$ cat src/rtl/axi_line_fill_pkg.sv
// Shared types and helpers for the AXI line-fill requester.
package axi_line_fill_pkg;

    typedef enum logic [1:0] {IDLE, REQ, DATA, RESP} state_e;

    localparam int unsigned DefNumWords    = 4;
    localparam int unsigned LineOffsetBits = $clog2(DefNumWords) + 3;

    typedef logic [DefNumWords-1:0][63:0] line_t;

    // Byte-offset bits covered by one line of num_words 64-bit dwords.
    function automatic int unsigned line_offset_bits(input int unsigned num_words);
        return $clog2(num_words) + 3;
    endfunction

endpackage

$ cat src/rtl/axi_line_fill.sv
// Single-outstanding AXI read requester that fills one cache line (or one dword) and hands it back.
// Optional build macro AXI_LINE_FILL_TIMEOUT_EN adds a grant-to-last-beat abort timer.
module axi_line_fill
    import axi_line_fill_pkg::*;
#(
    parameter int unsigned AxiNumWords   = 4,
    parameter int unsigned AxiIdWidth    = 4,
    parameter int unsigned TimeoutCycles = 1024
) (
    input  logic                           clk_i,
    input  logic                           rst_ni,
    input  logic                           clr_i,
    input  logic                           req_valid_i,
    output logic                           req_ready_o,
    input  logic [63:0]                    req_addr_i,
    input  logic                           req_single_i,
    input  logic [1:0]                     req_size_i,
    input  logic [AxiIdWidth-1:0]          req_id_i,
    output logic                           resp_valid_o,
    input  logic                           resp_ready_i,
    output logic [AxiNumWords*64-1:0]      resp_data_o,
    output logic                           resp_err_o,
    output logic                           rd_req_o,
    input  logic                           rd_gnt_i,
    output logic [63:0]                    rd_addr_o,
    output logic [$clog2(AxiNumWords)-1:0] rd_blen_o,
    output logic [1:0]                     rd_size_o,
    output logic [AxiIdWidth-1:0]          rd_id_o,
    output logic                           rd_lock_o,
    output logic                           rd_rdy_o,
    input  logic                           rd_valid_i,
    input  logic                           rd_last_i,
    input  logic [63:0]                    rd_data_i,
    input  logic [AxiIdWidth-1:0]          rd_id_i
);

    localparam int unsigned CntW    = $clog2(AxiNumWords);
    localparam int unsigned OffBits = line_offset_bits(AxiNumWords);

    state_e                         state_q, state_d;
    logic [CntW-1:0]                cnt_q, cnt_d;
    logic                           err_q, err_d;
    logic [CntW-1:0]                blen_q;
    logic [AxiIdWidth-1:0]          id_q;
    logic [63:0]                    addr_q;
    logic [1:0]                     size_q;
    logic [AxiNumWords-1:0][63:0]   buf_q;
    logic                           cap_en;
    logic                           beat_en;
    logic                           tmo_hit;

    // Only beats of our own ID while waiting for data land in the buffer; everything else is sunk.
    assign beat_en = (state_q == DATA) && rd_valid_i && (rd_id_i == id_q);

`ifdef AXI_LINE_FILL_TIMEOUT_EN
    localparam int unsigned TmoW = $clog2(TimeoutCycles);
    logic [TmoW-1:0] tmo_q;

    always_ff @(posedge clk_i or negedge rst_ni) begin
        if (!rst_ni) begin
            tmo_q <= '0;
        end else if (clr_i || (state_q != DATA)) begin
            tmo_q <= '0;
        end else begin
            tmo_q <= tmo_q + TmoW'(1);
        end
    end

    assign tmo_hit = (state_q == DATA) && (tmo_q == TmoW'(TimeoutCycles - 1));
`else
    assign tmo_hit = (TimeoutCycles == 0);
`endif

    always_comb begin
        state_d = state_q;
        cnt_d   = cnt_q;
        err_d   = err_q;
        cap_en  = 1'b0;
        case (state_q)
            IDLE: begin
                if (req_valid_i) begin
                    cap_en  = 1'b1;
                    cnt_d   = '0;
                    err_d   = 1'b0;
                    state_d = REQ;
                end
            end
            REQ: begin
                if (rd_gnt_i) state_d = DATA;
            end
            DATA: begin
                if (beat_en) begin
                    cnt_d = cnt_q + CntW'(1);
                    // Early last and missing last are both flagged: last must coincide with the final beat.
                    if (rd_last_i || (cnt_q == blen_q)) begin
                        err_d   = rd_last_i ^ (cnt_q == blen_q);
                        state_d = RESP;
                    end
                end else if (tmo_hit) begin
                    err_d   = 1'b1;
                    state_d = RESP;
                end
            end
            RESP: begin
                if (resp_ready_i) begin
                    err_d   = 1'b0;
                    state_d = IDLE;
                end
            end
            default: state_d = IDLE;
        endcase
    end

    always_ff @(posedge clk_i or negedge rst_ni) begin
        if (!rst_ni) begin
            state_q <= IDLE;
            cnt_q   <= '0;
            err_q   <= 1'b0;
        end else if (clr_i) begin
            state_q <= IDLE;
            cnt_q   <= '0;
            err_q   <= 1'b0;
        end else begin
            state_q <= state_d;
            cnt_q   <= cnt_d;
            err_q   <= err_d;
        end
    end

    // Request fields and line buffer are pure data: no reset, held until overwritten.
    always_ff @(posedge clk_i) begin
        if (cap_en) begin
            id_q   <= req_id_i;
            addr_q <= req_single_i ? req_addr_i : {req_addr_i[63:OffBits], OffBits'(0)};
            blen_q <= req_single_i ? '0 : CntW'(AxiNumWords - 1);
            size_q <= req_single_i ? req_size_i : 2'd3;
        end
        if (beat_en) begin
            buf_q[cnt_q] <= rd_data_i;
        end
    end

    assign req_ready_o  = (state_q == IDLE);
    assign rd_req_o     = (state_q == REQ);
    assign resp_valid_o = (state_q == RESP);
    assign resp_err_o   = err_q;
    assign resp_data_o  = buf_q;
    assign rd_addr_o    = addr_q;
    assign rd_blen_o    = blen_q;
    assign rd_size_o    = size_q;
    assign rd_id_o      = id_q;
    assign rd_lock_o    = 1'b0;
    assign rd_rdy_o     = 1'b1;

endmodule
$ cat config.mk
export PLATFORM = sky130hd
export DESIGN_NAME = axi_line_fill
export DESIGN_NICKNAME = d
export VERILOG_FILES = /design/src/rtl/axi_line_fill_pkg.sv /design/src/rtl/axi_line_fill.sv
export SDC_FILE = /design/constraint.sdc
export NUM_CORES = 1
export LEC_CHECK = 0
export ABC_AREA = 0
export CAP_MARGIN = 0
export CELL_PAD_IN_SITES_DETAIL_PLACEMENT = 1
export CELL_PAD_IN_SITES_GLOBAL_PLACEMENT = 1
export CORE_MARGIN = 1.5
export CORE_UTILIZATION = 31
export CTS_CLUSTER_DIAMETER = 40
export DETAILED_ROUTE_END_ITERATION = 12
export HOLD_SLACK_MARGIN = 0.15
export PLACE_DENSITY = 0.84
export SYNTH_ARGS = -nofsm -noshare
export SYNTH_HDL_FRONTEND = slang
export SYNTH_SLANG_ARGS = --single-unit
$ cat constraint.sdc
create_clock -name clk_i -period 3.5 [get_ports clk_i]
set_clock_uncertainty 0.2 [all_clocks]
set_input_delay 0.7 -clock clk_i [delete_from_list [all_inputs] [get_ports clk_i]]
set_output_delay 0.7 -clock clk_i [all_outputs]
set_load 0.02 [all_outputs]
# --- Word level (Yosys, flattened, before mapping) ---
# Index checks and enable logic that the tools add are counted.
totals:
  elab_cells: 59
  reg_bits: 333
  inputBits: 147
  output_inout_bits: 334
op_classes:
  n_eq_ne: 10
  bitwise: 1
  n_mux: 23
  n_reduce_logical: 10
  n_addsub: 1
  magnitude_cmp: 2
op_table:
  columns: ["cell", "count"]
  rows:
  - ["bitwise mux 256 bit", 1]
  - ["demux 64 bit (select 2 bit)", 1]
  - ["two-way mux 64 bit", 1]
  - ["two-way mux 2 bit", 10]
  - ["AND reduction 5 bit", 2]
  - ["inequality test 3 x 2 -> 1 bit, second input constant", 3]
  - ["case mux 2 bit (4 select lines)", 1]
  - ["two-way mux 1 bit", 7]
  - ["inequality test 3 bit, second input constant", 2]
  - ["== test 2 bit, second input constant", 2]
  - ["== test 4 bit", 1]
  - ["case mux 2 bit (2 select lines)", 1]
  - ["nonzero test 4 bit", 1]
  - ["logical AND 1 bit", 3]
  - ["less-than comparator 2 x 3 -> 1 bit, second input constant", 1]
  - ["case mux 1 bit (3 select lines)", 1]
  - ["AND reduction 3 bit", 1]
  - ["nonzero test 3 bit", 1]
  - ["adder 2 x 1 -> 2 bit, second input constant", 1]
  - ["== test 2 x 1 -> 1 bit, second input constant", 1]
  - ["== test 2 bit", 1]
  - [">= comparator 2 x 1 -> 1 bit, second input constant", 1]
  - ["zero test 2 bit", 1]
  - ["logical OR 1 bit", 1]
  - ["XOR 1 bit", 1]

# --- Longest topological paths before layout ---
# Gate-level depths: netlist of the first run.
depth:
  depth_word: 6
  mapped_depth: 7

# --- Worst setup path before layout of the first run ---
# No wires, ideal clock.
synth_timing:
  kind: "register to register"
  from: "register state_q[0]"
  to: "register cnt_q[0]"
  setup_ns: 0.069
  arrival_time_ns: 3.382
  synth_period_minus_slack_ns: 3.651
  path_stages_with_launch: 7
  slack_ns: -0.151
  cell_sequence: "dfrtp_1 -> inv_1 -> ha_1 -> and2_1 -> a211oi_1 -> or4b_1 -> nand3_1"
synth_between:
  word_cells_on_any_way: 10
  classes_between: "eq/ne (3); mux (2); reduce/logical (5)"
synth_rtl:
  columns: ["item", "line_no", "source"]
  rows:
  - ["start, declared", "axi_line_fill.sv:40", "state_e state_q, state_d;"]
  - ["start signal, assigned", "axi_line_fill.sv:124", "state_q <= state_d;"]
  - ["zero test 2 bit (*)", null, null]
  - ["via req_ready_o", "axi_line_fill.sv:14", "output logic req_ready_o,"]
  - ["inequality test 3 bit (no source line) (tied with other cells)", null, null]
  - ["AND reduction 3 bit (no source line) or two-way mux 2 bit (tied branches)", null, null]
  - ["end signal, assigned", "axi_line_fill.sv:125", "cnt_q <= cnt_d;"]
  - ["end, declared", "axi_line_fill.sv:41", "logic [CntW-1:0] cnt_q, cnt_d;"]
# The timed path passes the listed nets; every way through them passes the cells marked *.
# A chain may end at the register's enable or synchronous reset.

# --- Worst setup path in the final report of the first run ---
layout_timing:
  from: "register state_q[0]"
  to: "output req_ready_o"
layout_between:
  elab_chain_len: 1
layout_lines:
  columns: ["item", "line_no", "source"]
  rows:
  - ["zero test 2 bit", "axi_line_fill.sv:143", "assign req_ready_o = (state_q == IDLE);"]
  - ["end, declared", "axi_line_fill.sv:14", null]
# No other way between the ends.

==> results of run 1 <==
stage by stage:
step                      std cells  setup slack [ps]  hold slack [ps]  total power [µW]  area, µm²
after floorplan                 404               159              204              5230      10500
after global placement         1336               618              332              5890      15900
after detailed placement       1336               550              377              5920      15900
after CTS                      1421               637              191             10400      17400
after global routing           1423               587              212             10600      17400
final                          1423               660              216             10300      17400
worst max-delay path, cell delays in order (launching register included):
cell             delay [ps]
dfrtp_1                 410
inv_1                   100
ha_1                    250
clkdlybuf4s50_1         640
power by group:
part | total (µW) | internal [µW] | switching, µW | leakage [µW]
registers | 4690 | 4620 | 68.9 | 0.00304
logic | 1150 | 514 | 636 | 0.00217
clock network | 4440 | 2680 | 1750 | 0.000717
sequential cells by signal, summed over array words and instances (netlist names):
name	count
rd_blen_o	1
rd_size_o	2
cnt_q	2
state_q	2
resp_err_o	1
resp_data_o	256
rd_id_o	4
rd_addr_o	64
cell type report:
cell class | instances | area [µm²]
fill | 3086 | 15900
sequential | 332 | 9940
timing repair buffer | 487 | 4910
clock buffer | 54 | 1180
tap | 448 | 561
multi-input combinational | 61 | 487
clock inverter | 31 | 299
inverter | 8 | 30.0
antenna | 2 | 5.00
how the worst max path moves through the flow:
stage / start / endpoint / slack (ps) / cells after the start
2_1_floorplan: rd_id_i[2] / resp_data_o[0] / 160 / 3
3_3_place_gp: rd_id_i[0] / resp_data_o[39] / 620 / 5
3_5_place_dp: rd_id_i[3] / resp_data_o[18] / 550 / 5
4_1_cts: state_q[0] / req_ready_o / 640 / 3
5_1_grt: state_q[0] / req_ready_o / 590 / 3
6_report: state_q[0] / req_ready_o / 660 / 3
metal layers:
layer | global-route usage | vias up | wire length, µm
met2 | 0.343 | 341 | 17400
met4 | 0.0627 | 0 | 826
met5 | 0 | - | 0
li1 | - | 2685 | -
met3 | 0.0686 | 54 | 2910
met1 | 0.190 | 3067 | 11400
cell usage in the layout, fill, tap and decap left out, types with 3 or more instances in the layout:
master	instances
edfxtp_1	327
ha_1	9
nor2_1	3
clkdlybuf4s50_1	478
dfrtp_1	5
nand2b_1	4
inv_1	8
inv_6	9
clkinv_2	7
clkinv_1	3
nand3_1	3
clkbuf_16	46
clkinv_4	3
bufinv_16	3
clkinvlp_4	4
buf_12	5
buf_4	4
and2_1	5
nor2b_1	4
clkbuf_1	8
xor2_1	3
cells by family after synthesis:
kind of cell / share of synthesized area
adders and majority gates: 0.0108
muxes: 0.000956
AOI/OAI and AO/OA: 0.00634
xor gates and xnor gates: 0.00251
other: 0.000717
buffers and inverters: 0.00502
DFF: 0.950
and+or+nand+nor: 0.0238
==> summary.md, run 1 <==
| Metric | Value |
|---|---|
| WL final | `32600 µm` |
| PwrDens | `590 nW/µm²` |
| CP required | `2600 ps` |
| Commonest cells post-synth | `edfxtp_1 (327), ha_1 (9), inv_1 (8)` |
| Vias in the first global route | `6816` |
| Worst hold path type | `in -> async` |
| DR iter-0 viols | `299` |
| Crit end category | `output pin` |
| Initial DRT Pass Iterations | `4` |
| Final setup fails | `0` |
| Post-synth EDFFs | `327` |
| Net Count, Synth | `560` |
| Post-route ant nets | `0` |
| Port bufs | `478` |
| Worst Reg2Reg Path Length in Cells | `6` |
| Critical path peak fanout | `5` |
| Crit path launch type | `flop` |
| Die X | `187 µm` |
| FF-to-FF End | `resp_data_o[172]` |
| Layout cells sized above 1 | `0.0956` |
| Skew-Pair Late Insertion Delay | `530 ps` |
| Gpl congestion | `0.792` |
| Final max-slew violation count | `0` |
| Core area | `33400 µm²` |
| Top post-synthesis cells by area | `edfxtp_1 (94%), dfrtp_1 (1.2%), ha_1 (1.1%)` |
| Leak Pwr | `0.00593 µW` |
| H-tree levels | `2` |
| Ys Warns | `0` |
| Post-CTS sizing | `0` |
| FMAX | `0.352 GHz` |
| Max IR drop VDD | `0.382 mV` |
| Top FF cell, synth | `edfxtp_1` |
| Via density per instance | `4.32` |
| Fin crit share | `0.812` |
| Initial antenna violation count | `2` |
| Clock tree root driver cell | `clkbuf_16` |
| RSZ-0062 raised after global routing | `no` |
| Share of the synthesized area in the top cell type | `0.938` |
| Clock Path Buffers | `3` |
| Outcome | `finished, final reports clean` |
| DIE AREA | `34900 µm²` |
| Synth unique cells | `30` |
| CP Class | `reg -> out` |
| Gr ovfl total | `0` |
| Initial Util | `0.314` |
| Worst-margin pin slew | `501 ps` |
| Routed len/inst | `22.9 µm` |
| Fin Setup TNS | `0 ps` |
| RR Startpoint | `state_q[0]` |
| DRC Markers | `0` |
| Count leader, synth | `edfxtp_1` |
| Clock sink count | `332` |
| R2r setup slk | `920 ps` |
| Hold buffers post-CTS | `0` |
| Number of max-cap violations | `0` |
| Synth-to-Final Area Change | `66.4%` |
| Avg Inst Size Synth | `25.9 µm²` |
| Post-layout min period | `2840 ps` |
| Row count | `67` |
| Slew HR | `0.666` |
| Seq cells post-synth | `332` |
| First-pass GRT wire length | `47100 µm` |
| Die height | `187 µm` |
| Global router's overall resource usage | `0.185` |
| Most area-hungry cell type in the Yosys netlist | `edfxtp_1` |
| Final Util | `0.522` |
| Mapped Cells | `404` |
| Final hold vios | `0` |
| Worst-path clk slew | `50 ps` |
| Inserted Clock Buffers | `46` |
| Postcts setup bufs | `0` |
| Nets | `1092` |
| CP arrival | `1940 ps` |
| Synthesized area | `10500 µm²` |
| Post-DP HPWL | `23400 µm` |
| Vias | `6147` |
| Synth async-reset ratio | `0.0151` |
| CTS tree | `built` |
| Post-synthesis sequential area ratio | `0.950` |
| Largest net degree at the start of global routing | `65` |
| # IOs | `481` |
No activity file was read; power rests on OpenSTA's default activity.
==> inputs of run 2 (changes only) <==
- clock period: 3.5 -> 2.3 ns (I/O delays scaled with it)
==> run 2 against run 1 <==
Power up 49%. Worst setup slack worse by 600 ps. Count of clock-buffer cells in the layout is 5 lower.
==> summary.md, run 2 (synthesis results as in run 1) <==
| Metric | Value |
|---|---|
| Largest net degree at the start of global routing | `72 (+11%)` |
| Row count | `67 (unchanged)` |
| Global router's overall resource usage | `0.185 (+0.000802)` |
| Placed inst area | `16000 µm² (+0.56%)` |
| Initial DRT Pass Iterations | `5 (+1)` |
| Switching share of power | `0.235 (-0.00438)` |
| Clock sink count | `332 (unchanged)` |
| Post-DP HPWL | `24200 µm (+3.1%)` |
| Inserted Clock Buffers | `43 (-6.5%)` |
| Cell chain of the critical path | `clkdlybuf4s50_1` |
| DRC Markers | `0 (unchanged)` |
| Gpl congestion | `0.795 (+0.35%)` |
| Max FFs per register | `256 (unchanged)` |
| WL final | `32900 µm (+1.0%)` |
| Nets | `1102 (+0.92%)` |
| Initial antenna violation count | `1 (-1)` |
| CP max stage cell | `clkdlybuf4s50_1` |
| Top delay family on crit path | `buffers and inverters` |
| Clock Path Buffers | `3 (unchanged)` |
| # IOs | `481 (unchanged)` |
| Layout cells sized above 1 | `0.105 (+0.00893)` |
| Leak Pwr | `0.00598 µW (+0.93%)` |
| Fin crit share | `0.974` |
| Worst Path Buf+Inv | `1 (-1)` |
| First-pass GRT wire length | `47000 µm (-0.10%)` |
| Vias in the first global route | `6907 (+1.3%)` |
| Worst Reg2Reg Path Length in Cells | `8 (+2)` |
| Worst hold path type | `in -> reg` |
| Crit path largest cell delay | `660 ps (+20 ps)` |
| Final hold vios | `0 (unchanged)` |
| Final max-slew violation count | `0 (unchanged)` |
| PwrDens | `878 nW/µm² (+49%)` |
| Number of max-cap violations | `0 (unchanged)` |
| Post-route ant nets | `0 (unchanged)` |
| Crit path launch type | `flop` |
| Gr ovfl total | `0 (unchanged)` |
| Skew-Pair Late Insertion Delay | `530 ps (about the same)` |
| DIE AREA | `34900 µm² (unchanged)` |
| Hold depth | `1` |
| Hold WS | `287 ps (+71.2 ps)` |
| FF-to-FF End | `state_q[1]` |
| H-tree levels | `2 (unchanged)` |
| Critical path peak fanout | `1 (-4)` |
| Psw | `3610 µW (+47%)` |
| CP required | `1640 ps (-960 ps)` |
| Max IR drop VDD | `0.711 mV (+86%)` |
| Final instance area | `17500 µm² (+0.39%)` |
| CP Class | `reg -> out` |
| Clock power share | `0.418 (-0.014)` |
| CP arrival | `1580 ps (-360 ps)` |
| CTS tree | `built` |
| Die X | `187 µm (unchanged)` |
| Most frequent cells in the layout | `clkdlybuf4s50_1 (472), edfxtp_1 (327), clkbuf_16 (45), buf_4 (13)` |
| Final setup fails | `0 (unchanged)` |
| Hold path startpoint | `req_addr_i[55]` |
| Synth-to-Final Area Change | `67.1%` |
| Outcome | `finished, final reports clean` |
| Port bufs | `478 (unchanged)` |
| Placed Instances | `1345 (+0.67%)` |
| Final Util | `0.524 (+0.00202)` |
| Clock tree root driver cell | `clkbuf_16` |
| RR Startpoint | `state_q[0]` |
| Hold Path End | `rd_addr_o[55]` |
| Total Power | `15400 µW (+49%)` |
| Comb pwr share | `0.116 (+0.004)` |
| Commonest non-fill, non-tap cell in the layout | `clkdlybuf4s50_1` |
| Core area | `33400 µm² (unchanged)` |
| Initial Util | `0.314 (unchanged)` |
| Die height | `187 µm (unchanged)` |
| Vias | `6238 (+1.5%)` |
| Fin cells | `1425 (+0.14%)` |
| R2r setup slk | `90 ps (-830 ps)` |
| Worst-path clk slew | `50 ps (about the same)` |
| Internal cell power | `11800 µW (+50%)` |
| Routed len/inst | `23.1 µm (+0.86%)` |
| Post-layout min period | `2240 ps` |
| Via density per instance | `4.38 (+1.3%)` |
| DR iter-0 viols | `373 (+25%)` |
| Crit end category | `output pin` |
| Sequential power share | `0.466 (+0.010)` |
| FMAX | `0.446 GHz` |
run 2: cell types whose count changed in the layout (fill, tap and decap cells not counted), sizes merged:
cell,previous run,this run
clkdlybuf4s50,478,472
inv,18,13
clkbuf,54,50
clkdlybuf4s15,0,1
dlygate4sd2,0,4
dlygate4sd3,0,1
bufbuf,0,1
buf,9,20
diode,2,1
run 2: metrics by stage:
step / setup slack (ps) / setup TNS (ps)
final: 58.7 / 0
after global routing: -65.2 / -87.3
after CTS: 3.46 / 0
after detailed placement: -220 / -46730
after global placement: -204 / -42010
after floorplan: -278 / -71220
run 2: cell type report:
type / instances / area [µm²]
Fill cell: 3101 / 15900
Sequential cell: 332 / 9940
Timing Repair Buffer: 500 / 5060
Clock buffer: 49 / 1140
Tap cell: 448 / 561
Multi-Input combinational cell: 61 / 507
Clock inverter: 26 / 248
Inverter: 8 / 30.0
Antenna cell: 1 / 2.50
run 2: power by group through the flow:
stage | clock (µW) | sequential, µW | combinational, µW
floorplan | 0 | 7570 | 381
global placement | 0 | 7260 | 1740
detailed placement | 0 | 7280 | 1780
CTS | 6600 | 7160 | 1780
global route | 6810 | 7180 | 1890
finish | 6430 | 7150 | 1780
run 2: worst max path at each step:
stage / cells after the start / slack (ps) / from / end
floorplan: 5 / -280 / state_q[0] / resp_data_o[0]
global placement: 5 / -200 / rd_id_i[2] / resp_data_o[111]
detailed placement: 5 / -220 / rd_id_i[2] / resp_data_o[253]
CTS: 1 / 3 / rd_addr_o[6] / rd_addr_o[6]
global route: 8 / -70 / state_q[0] / state_q[1]
finish: 1 / 60 / rd_addr_o[6] / rd_addr_o[6]
run 2: timing repair:
action                     4_1_cts  5_1_grt
pin swaps                        1        5
buffers inserted                 0        2
hold buffers                     1        0
gates cloned                     1        0
setup endpoints to repair       30      150
gates resized for setup         10        6
hold endpoints to repair         5        0
run 2: routing by layer:
layer,wire length [µm],vias up,global-route usage
met5,0,-,0
met4,1070,0,0.0707
met3,3000,70,0.0679
met2,17500,377,0.340
met1,11300,3083,0.192
li1,-,2708,-
==> inputs of run 3 (changes only) <==
- RECOVER_POWER: default -> 25
==> run 3 against run 2 <==
First-iteration DRC count fell by 8.0%. Design area barely moved. Count of clock-buffer cells in the layout did not move. Core utilization barely moved. Critical path depth rose by 2. Flip-flop and latch count did not move. Clock power barely moved. Critical endpoint is now req_ready_o. Largest cell class unchanged. Largest power group unchanged.
==> summary.md, run 3 (synthesis results as in run 1) <==
| Metric | Value |
|---|---|
| Final hold vios | `0 (unchanged)` |
| DR iter-0 viols | `343 (-8.0%)` |
| Outcome | `finished, final reports clean` |
| Number of max-cap violations | `0 (unchanged)` |
| CP required | `1640 ps (about the same)` |
| Gpl congestion | `0.795 (unchanged)` |
| First-pass GRT wire length | `47000 µm (unchanged)` |
| Die X | `187 µm (unchanged)` |
| Nets | `1102 (unchanged)` |
| Vias in the first global route | `6907 (unchanged)` |
| CP Class | `reg -> out` |
| Synth-to-Final Area Change | `67.1% (about the same)` |
| Worst-path clk slew | `60 ps (about the same)` |
| Hold depth | `1 (unchanged)` |
| Initial DRT Pass Iterations | `4 (-1)` |
| Cell chain of the critical path | `inv_1, ha_2, clkdlybuf4s15_2` |
| Worst Reg2Reg Path Length in Cells | `8 (unchanged)` |
| WL final | `32900 µm (about the same)` |
| DIE AREA | `34900 µm² (unchanged)` |
| Top delay family on crit path | `flip-flops` |
| CP arrival | `1580 ps (about the same)` |
| Row count | `67 (unchanged)` |
| Port bufs | `478 (unchanged)` |
| Skew-Pair Late Insertion Delay | `530 ps (about the same)` |
| Leak Pwr | `0.00601 µW (+0.49%)` |
| Fin crit share | `0.974 (about the same)` |
| Final setup fails | `0 (unchanged)` |
| Inserted Clock Buffers | `43 (unchanged)` |
| # IOs | `481 (unchanged)` |
| Core area | `33400 µm² (unchanged)` |
| Placed inst area | `16000 µm² (unchanged)` |
| Fin cells | `1428 (+0.21%)` |
| PwrDens | `876 nW/µm² (-0.23%)` |
| Crit end category | `output pin` |
| Max FFs per register | `256 (unchanged)` |
| Total Power | `15300 µW (-0.19%)` |
| DRC Markers | `0 (unchanged)` |
| Post-layout min period | `2240 ps (-0.0660 ps)` |
| Worst hold path type | `in -> reg` |
| Clock Path Buffers | `3 (unchanged)` |
| Crit path launch type | `flop` |
| Placed Instances | `1345 (unchanged)` |
| H-tree levels | `2 (unchanged)` |
| Critical path peak fanout | `5 (+4)` |
| Gr ovfl total | `0 (unchanged)` |
| Initial Util | `0.314 (unchanged)` |
| Die height | `187 µm (unchanged)` |
| Layout cells sized above 1 | `0.105 (unchanged)` |
| Initial antenna violation count | `8 (+7)` |
| Worst path depth | `3 (+2)` |
| Hold WS | `355 ps (+68.2 ps)` |
| Crit path largest cell delay | `450 ps (-210 ps)` |
| Final instance area | `17500 µm² (about the same)` |
| Routed len/inst | `23.0 µm (-0.26%)` |
| Vias | `6249 (+0.18%)` |
| CP max stage cell | `dfrtp_1` |
| Post-route ant nets | `0 (unchanged)` |
| Most frequent cells in the layout | `clkdlybuf4s50_1 (361), edfxtp_1 (327), dlygate4sd3_1 (112), clkbuf_16 (45), buf_4 (13)` |
| CTS tree | `built` |
| Post-DP HPWL | `24200 µm (unchanged)` |
| Via density per instance | `4.38 (about the same)` |
| Clock sink count | `332 (unchanged)` |
| Final max-slew violation count | `0 (unchanged)` |
| FMAX | `0.446 GHz (about the same)` |
| Worst Path Buf+Inv | `2 (+1)` |
| Largest net degree at the start of global routing | `72 (unchanged)` |
| Clock tree root driver cell | `clkbuf_16` |
| Max IR drop VDD | `0.710 mV (-0.17%)` |
| Global router's overall resource usage | `0.185 (unchanged)` |
| Commonest non-fill, non-tap cell in the layout | `clkdlybuf4s50_1` |
[run 3: layout make-up]
class / instances / area [µm²]
clock buffer: 49 / 1140
tap: 448 / 561
antenna: 4 / 10.0
clock inverter: 26 / 248
multi-input combinational: 61 / 507
fill: 3103 / 15900
inverter: 8 / 30.0
sequential: 332 / 9940
timing repair buffer: 500 / 5060
[run 3: layer usage]
metal,part of all wire,global-route usage,vias up
li1,-,-,2711
met1,0.35,0.192,3093
met2,0.53,0.340,365
met3,0.089,0.0679,74
met4,0.031,0.0707,6
met5,0.0011,0,-
[run 3: worst paths after layout]
kind	start	end	slack, ps
setup / recovery	state_q[1]	req_ready_o	60
hold / removal	req_addr_i[55]	rd_addr_o[55]	350
setup reg to reg	state_q[0]	state_q[1]	90
hold reg to reg	resp_err_o	resp_err_o	380
max in group asynchronous	rst_ni	cnt_q[1]	1160
min in group asynchronous	rst_ni	state_q[0]	530
[run 3: through the flow]
stage / setup TNS (ps) / setup slack [ps] / utilization
4_1_cts: 0 / 3.46 / 0.523
3_3_place_gp: -42010 / -204 / 0.480
2_1_floorplan: -71220 / -278 / -
3_5_place_dp: -46730 / -220 / 0.480
5_1_grt: -87.3 / -65.2 / 0.524
6_report: 0 / 58.7 / 0.524
[run 3: worst reg2reg max path, delay by kind of cell (launching register included)]
family	cells	cell delay, ps
compound gates	1	330
fa+ha+maj	1	160
buf+inv	2	290
flops	1	420
mux	1	250
simple gates	3	460
[run 3: where the power goes]
group / switching, µW / total, µW / internal [µW]
logic: 986 / 1740 / 757
clock network: 2510 / 6440 / 3930
registers: 119 / 7150 / 7030
[run 3: what timing repair did]
item,4_1_cts,5_1_grt
endpoints found under the hold margin,5,0
resized for setup,10,6
pin swaps,1,5
setup buffers,0,2
hold buffers,1,0
gates cloned,1,0
setup endpoints to repair,30,150
